[src/rtl/mul_issue_unit.sv]
// EX-stage issue logic for the pipelined multiplier: decodes MULT/MULTU, issues
// operand magnitudes with a start pulse, stalls EX until the product returns, then writes HI/LO.
module mul_issue_unit #(
  parameter int unsigned MAX_WAIT = 15
) (
  input  logic        clk,
  input  logic        rst_n,
  input  logic        ex_valid,
  input  logic [1:0]  ex_op,
  input  logic [31:0] ex_rs,
  input  logic [31:0] ex_rt,
  input  logic        flush,
  output logic        mul_begin,
  output logic        mul_sign,
  output logic [31:0] mul_a,
  output logic [31:0] mul_b,
  input  logic [63:0] mul_res,
  input  logic        mul_done,
  output logic        stall_ex,
  output logic        hilo_we,
  output logic [31:0] hi_wdata,
  output logic [31:0] lo_wdata,
  output logic        err
);

  typedef enum logic [1:0] {
    S_IDLE  = 2'd0,
    S_BUSY  = 2'd1,
    S_WB    = 2'd2,
    S_DRAIN = 2'd3
  } state_t;

  localparam int unsigned     WD_W    = $clog2(MAX_WAIT + 1);
  localparam logic [WD_W-1:0] WD_LAST = WD_W'(MAX_WAIT - 1);
  localparam logic [WD_W-1:0] WD_ONE  = WD_W'(1);
  localparam logic [WD_W-1:0] WD_ZERO = WD_W'(0);

  // 0x80000000 maps to itself, which is the correct unsigned magnitude.
  function automatic logic [31:0] magnitude(input logic [31:0] v, input logic signed_op);
    logic [31:0] m;
    if (signed_op && v[31]) begin
      m = ~v + 32'd1;
    end else begin
      m = v;
    end
    return m;
  endfunction

  state_t          state_r, next_state_s;
  logic [WD_W-1:0] wd_cnt_r;
  logic            mul_begin_r, mul_sign_r, hilo_we_r, err_r;
  logic [31:0]     mul_a_r, mul_b_r, hi_r, lo_r;

  logic is_mul_s, is_signed_s, wd_expire_s;
  logic accept_s, capture_s, err_set_s, stall_s, wd_run_s;

  assign is_mul_s    = ex_valid & ((ex_op == 2'b01) | (ex_op == 2'b10)) & ~flush;
  assign is_signed_s = (ex_op == 2'b01);
  assign wd_expire_s = (wd_cnt_r == WD_LAST);

  // Next-state decode and the combinational stall/accept/capture controls.
  always_comb begin
    next_state_s = state_r;
    accept_s     = 1'b0;
    capture_s    = 1'b0;
    err_set_s    = 1'b0;
    stall_s      = 1'b0;
    case (state_r)
      S_IDLE: begin
        if (is_mul_s) begin
          stall_s      = 1'b1;
          accept_s     = 1'b1;
          next_state_s = S_BUSY;
        end else begin
          next_state_s = S_IDLE;
        end
      end
      S_BUSY: begin
        stall_s = 1'b1;
        if (flush) begin
          // A result arriving with the flush dies with it; nothing left to drain.
          next_state_s = mul_done ? S_IDLE : S_DRAIN;
        end else if (mul_done) begin
          capture_s    = 1'b1;
          next_state_s = S_WB;
        end else if (wd_expire_s) begin
          err_set_s    = 1'b1;
          next_state_s = S_IDLE;
        end else begin
          next_state_s = S_BUSY;
        end
      end
      S_WB: begin
        next_state_s = S_IDLE;
      end
      S_DRAIN: begin
        stall_s = is_mul_s;
        if (mul_done) begin
          next_state_s = S_IDLE;
        end else if (wd_expire_s) begin
          err_set_s    = 1'b1;
          next_state_s = S_IDLE;
        end else begin
          next_state_s = S_DRAIN;
        end
      end
      default: begin
        next_state_s = S_IDLE;
      end
    endcase
  end

  // The watchdog keeps counting across BUSY->DRAIN: it is the same multiply.
  always_comb begin
    if ((next_state_s == S_BUSY) || (next_state_s == S_DRAIN)) begin
      wd_run_s = (state_r == S_BUSY) || (state_r == S_DRAIN);
    end else begin
      wd_run_s = 1'b0;
    end
  end

  // State register and watchdog counter.
  always_ff @(posedge clk or negedge rst_n) begin
    if (!rst_n) begin
      state_r  <= S_IDLE;
      wd_cnt_r <= WD_ZERO;
    end else begin
      state_r  <= next_state_s;
      wd_cnt_r <= wd_run_s ? (wd_cnt_r + WD_ONE) : WD_ZERO;
    end
  end

  // Operand issue registers; held from accept until the next accept.
  always_ff @(posedge clk or negedge rst_n) begin
    if (!rst_n) begin
      mul_begin_r <= 1'b0;
      mul_sign_r  <= 1'b0;
      mul_a_r     <= 32'd0;
      mul_b_r     <= 32'd0;
    end else begin
      mul_begin_r <= accept_s;
      if (accept_s) begin
        mul_a_r    <= magnitude(ex_rs, is_signed_s);
        mul_b_r    <= magnitude(ex_rt, is_signed_s);
        mul_sign_r <= is_signed_s & (ex_rs[31] ^ ex_rt[31]);
      end else begin
        mul_a_r    <= mul_a_r;
        mul_b_r    <= mul_b_r;
        mul_sign_r <= mul_sign_r;
      end
    end
  end

  // Result capture for the HI/LO write and the watchdog strobe.
  always_ff @(posedge clk or negedge rst_n) begin
    if (!rst_n) begin
      hilo_we_r <= 1'b0;
      err_r     <= 1'b0;
      hi_r      <= 32'd0;
      lo_r      <= 32'd0;
    end else begin
      hilo_we_r <= capture_s;
      err_r     <= err_set_s;
      if (capture_s) begin
        hi_r <= mul_res[63:32];
        lo_r <= mul_res[31:0];
      end else begin
        hi_r <= hi_r;
        lo_r <= lo_r;
      end
    end
  end

  assign mul_begin = mul_begin_r;
  assign mul_sign  = mul_sign_r;
  assign mul_a     = mul_a_r;
  assign mul_b     = mul_b_r;
  assign stall_ex  = stall_s;
  assign hilo_we   = hilo_we_r;
  assign hi_wdata  = hi_r;
  assign lo_wdata  = lo_r;
  assign err       = err_r;

endmodule

[config.mk]
export PLATFORM = sky130hd
export DESIGN_NAME = mul_issue_unit
export DESIGN_NICKNAME = d
export VERILOG_FILES = /design/src/rtl/mul_issue_unit.sv
export SDC_FILE = /design/constraint.sdc
export NUM_CORES = 1
export LEC_CHECK = 0
export ABC_AREA = 1
export BUFFER_PORTS_ARGS = -buffer_cell sky130_fd_sc_hd__buf_2
export CAP_MARGIN = 25
export CORE_MARGIN = 3
export CORE_UTILIZATION = 45
export DETAILED_ROUTE_END_ITERATION = 10
export HOLD_SLACK_MARGIN = 0.02
export PLACE_DENSITY = 0.86
export SYNTH_ARGS = -nofsm -noshare
export SYNTH_HDL_FRONTEND = slang
export SYNTH_SLANG_ARGS = --single-unit
[constraint.sdc]
create_clock -name clk -period 1.4 [get_ports clk]
set_input_delay 0.14 -clock clk [delete_from_list [all_inputs] [get_ports clk]]
set_output_delay 0.14 -clock clk [all_outputs]
set_load 0.01 [all_outputs]
# Word level (Yosys, flattened, before mapping)
# Cells that the tools add are included.
[word_totals]
register_bits = 138
in_bits = 135
output_inout_bits = 133
wordCells = 56
[op_classes]
addsub = 3
n_eq_ne = 8
n_mux = 22
bitwise_logic = 8
n_reduce_logical = 5
[op_table]
columns = ["op", "n"]
rows = [
  ["32-bit by 1-bit adder with 32-bit output (second input constant)", 2],
  ["32-bit two-way mux", 2],
  ["32-bit NOT", 2],
  ["1-bit two-way mux", 11],
  ["2-bit two-way mux", 5],
  ["2-bit == test (second input constant)", 4],
  ["2-bit one-hot mux with 4 select lines", 1],
  ["2-bit by 1-bit == test with 1-bit output (second input constant)", 3],
  ["4-bit by 1-bit adder with 4-bit output (second input constant)", 1],
  ["4-bit == test (second input constant)", 1],
  ["4-bit two-way mux", 1],
  ["1-bit bitwise AND", 3],
  ["1-bit one-hot mux with 3 select lines", 1],
  ["1-bit logical AND", 2],
  ["2-bit zero test", 1],
  ["1-bit logical OR", 2],
  ["1-bit one-hot mux with 2 select lines", 1],
  ["1-bit NOT", 1],
  ["1-bit bitwise OR", 1],
  ["1-bit bitwise XOR", 1],
]

# Logic depth before layout (Yosys ltp)
[depth]
word_depth = 10
ltp_mapped = 11

# Worst setup path after synthesis
# No wires, ideal clock.
[synth_timing]
kind = "flip-flop to flip-flop"
start = "register state_r[1]"
end = "register hi_r[11] (netlist: hi_wdata[11])"
setup_time_ns = 0.066
t_arrival_ns = 1.296
slack_ns = 0.038
path_stages_with_launch = 8
path_buffers = 2
path_cell_list = "dfrtp_1 -> inv_1 -> ha_1 -> nand2_1 -> buf_2 -> buf_1 -> nand2_1 -> nand2_1"
[synth_between]
elab_chain_cells = 2
[synth_lines]
columns = ["element", "line_no", "rtl"]
rows = [
  ["start: declaration", "49", "state_t state_r, next_state_s;"],
  ["start signal: assignment", "128", "state_r <= next_state_s;"],
  ["2-bit by 1-bit == test with 1-bit output", "68", "case (state_r)"],
  ["1-bit two-way mux", "68", ""],
  ["end signal: assignment", "165", "hi_r <= mul_res[63:32];"],
  ["end signal: assignment", "168", "hi_r <= hi_r;"],
  ["end: declaration", "52", "logic [31:0] mul_a_r, mul_b_r, hi_r, lo_r;"],
]
# No other way between the ends.
# A chain may end at the register's enable or synchronous reset.

# Final worst setup path
[layout_timing]
start = "register state_r[1]"
end = "output stall_ex"
[layout_between]
elab_chain_cells = 2
[layout_lines]
columns = ["element", "line_no", "rtl"]
rows = [
  ["2-bit == test, or another cell as far along", "68", ""],
  ["1-bit one-hot mux with 3 select lines *", "68", ""],
  ["end: declaration", "19", "output logic stall_ex,"],
]
# Every way passes the cells marked *; elsewhere a longest branch is shown, timed or not.

==> metrics.csv <==
metric,value,unit
outcome,finished with violations,
violations,setup timing,
p_sw,6.91,mW
ant_nets,0,
start_kind,flop,
critPathSlowestCell,dfrtp_1,
slew_viol_final,0,
p_int,11.6,mW
crit_chain,"inv_2, ha_2, buf_4, o21ba_4, buf_6",
pin_count,268,
syn_inst,972,
power.leakage,5.89,nW
async_reset_ff_frac,1.00,
cap_violations,0,
firstDrtPassIters,7,
crit_fanout,3,
ys_ff_latch,138,
critical_path.top_delay_family,flip-flops,
arrival,1.50,ns
cp-end-kind,primary output,
grt.overflow.total,0,
fp.dieW,132,um
initial_core_util,0.466,
slowest_delay,0.35,ns
antenna_found_initial,0,
clockPowerShare,0.251,
drive_above_1_share,0.295,
p_per_area,1710,nW/um^2
dieArea,17500,sq um
area_growth,50.3,%
grtUsageMet2,0.474,
clock_latency,0.42,ns
min_period,1.64,ns
fin_util,0.700,
synth.avg_cell_area,7.39,sq um
required,1.26,ns
fmax,610,MHz
grt_start_max_net_pins,44,
vias_per_cell,5.12,
synthFlopType,dfrtp_1,
coreArea,15400,sq um
dp_slack,-0.266,ns
finalInstanceArea,10800,sq um
place_congestion,0.989,
netlist-cell-type-count,33,
hold_ws,0.0331,ns
peakVddDrop,0.905,mV
die_h,132,um
hold_path_class,in -> reg,
cts_tree,yes,
p_seq_frac,0.375,
grt_usage,0.270,
grt_pass1_vias,7729,
yosys_warnings,0,
grt_use_met1,0.323,
synth_fp_nets,1118,
netlist_area,7180,sq um
wl_per_cell,15.9,um
drc,0,
portBuffers,267,
yosys-top-cells-area,"dfrtp_1 48%, nand2_1 23%, nand3_1 5.9%",
relSlewSlack,0.780,
antennaDiodeCount,0,
setup_slack,-0.239,ns
dp_hpwl,16300,um
synthMostInstantiatedCell,nand2_1,
synth_edf_count,0,
drtIter0Drc,567,
gr-usage-met3,0.0740,
setup_viol,35,
wl,25100,um
crit_buf_inv,3,
synth_top_area_frac,0.481,
yosys-top-cells-count,"440 x nand2_1, 138 x dfrtp_1, 84 x nand3_1",
cts_max_path_buffers,2,
finalNetCount,1505,
cts_htree_levels,4,
cts_sinks,138,
finalHoldViolCount,0,
postPlaceCellArea,9020,sq um
crit_type,reg -> out,
vias,8106,
swShare,0.374,
clockRootBuffer,clkbuf_16,
cts_made_buffers,17,
cts.clk_slew.worst_paths,0.06,ns
grt_pass1_wl,38600,um
worst_pin_slew,0.327,ns
synth-seq-area-share,0.481,
period_share,1.17,
core.rowCount,45,
yosys.area.top_type,dfrtp_1,
power_frac_comb,0.375,
grt_setup_unrepaired,yes,
clock_skew,0.00806,ns
busiest_layer,met2,
==> through the flow <==
stage / power, mW / setup TNS (ns) / std cells
3_3_place_gp: 12.7 / -5.09 / 1463
4_1_cts: 17.9 / -0.519 / 1579
3_5_place_dp: 12.9 / -7.76 / 1463
5_1_grt: 19.5 / -6.34 / 1582
6_report: 18.5 / -2.78 / 1582
2_1_floorplan: 9.82 / 0 / 972
==> cells in the final DEF (no fill, tap or decap), types with 8 or more instances in the layout <==
cell type and n:
nor2_1 68, nand4_1 11, o21ai_1 18, nand3b_1 8
dlygate4sd3_1 79, nand3_1 83, nor2_2 17, buf_12 10
dfrtp_1 138, o21ai_0 26, xor2_1 17, clkbuf_16 19
buf_4 37, nand2_1 437, ha_1 9, buf_2 264
inv_1 54
==> final timing paths <==
path,from,end,slack (ns),cells past startpoint
worst min register to register,mul_b[18]$_DFFE_PN0P_,mul_b[18]$_DFFE_PN0P_,0.47,2
worst max register to register,state_r[1]$_DFF_PN0_,hi_wdata[12]$_DFFE_PN0P_,-0.15,8
min in group asynchronous,rst_n,mul_b[16]$_DFFE_PN0P_,0.15,2
max in group asynchronous,rst_n,hi_wdata[21]$_DFFE_PN0P_,0.73,3
worst max-delay path,state_r[1]$_DFF_PN0_,stall_ex,-0.24,5
worst min-delay path,ex_rs[13],mul_a[13]$_DFFE_PN0P_,0.03,4
==> layer usage <==
layer,part of all wire,vias to the layer above
li1,-,3822
met1,0.39,3755
met2,0.50,458
met3,0.091,71
met4,0.025,0
met5,0,-
==> worst register-to-register path, delay by kind of cell (launching register included) <==
| family | cells | cell delay [ns] |
|---|---|---|
| fa+ha+maj | 1 | 0.19 |
| buf+inv | 4 | 0.65 |
| flops | 1 | 0.38 |
| simple gates | 3 | 0.28 |
==> what timing repair did <==
item                                    4_1_cts  5_1_grt
gates cloned                                  1        2
hold endpoints to repair                    217        0
hold buffers                                 80        0
gates resized for setup                      13       60
setup buffers                                 4        2
endpoints found under the setup margin       64      116
pin swaps                                     2        5
==> sequential cells by signal, summed over array words and instances (netlist names) <==
signal     cells
lo_wdata      32
mul_begin      1
mul_a         32
state_r        2
wd_cnt_r       4
mul_sign       1
err            1
hilo_we        1
hi_wdata      32
mul_b         32
==> area by class of cell <==
cell class,count,area (sq um)
repair buffers,401,2760
clock buffers,17,425
clock inverters,14,170
flip-flops and latches,138,3450
fillers,1148,4630
well taps,211,264
inverters,61,246
multi-input cells,740,3470
==> power groups by stage <==
stage	Sequential, mW	Clock [mW]	Combinational (mW)
floorplan	7.61	0	2.21
global placement	6.80	0	5.95
detailed placement	6.82	0	6.11
CTS	6.80	4.63	6.46
global route	7.11	4.87	7.54
finish	6.92	4.63	6.92
==> cell families after synthesis <==
| logic type | count (synthesis) | synth area share |
|---|---|---|
| DFF | 138 | 0.481 |
| and+or+nand+nor | 648 | 0.373 |
| buffers and inverters | 94 | 0.0557 |
| AOI/OAI and AO/OA | 58 | 0.0437 |
| xor gates and xnor gates | 23 | 0.0280 |
| adders and majority gates | 11 | 0.0192 |
Note: power is estimated with default switching activity, not from simulation.
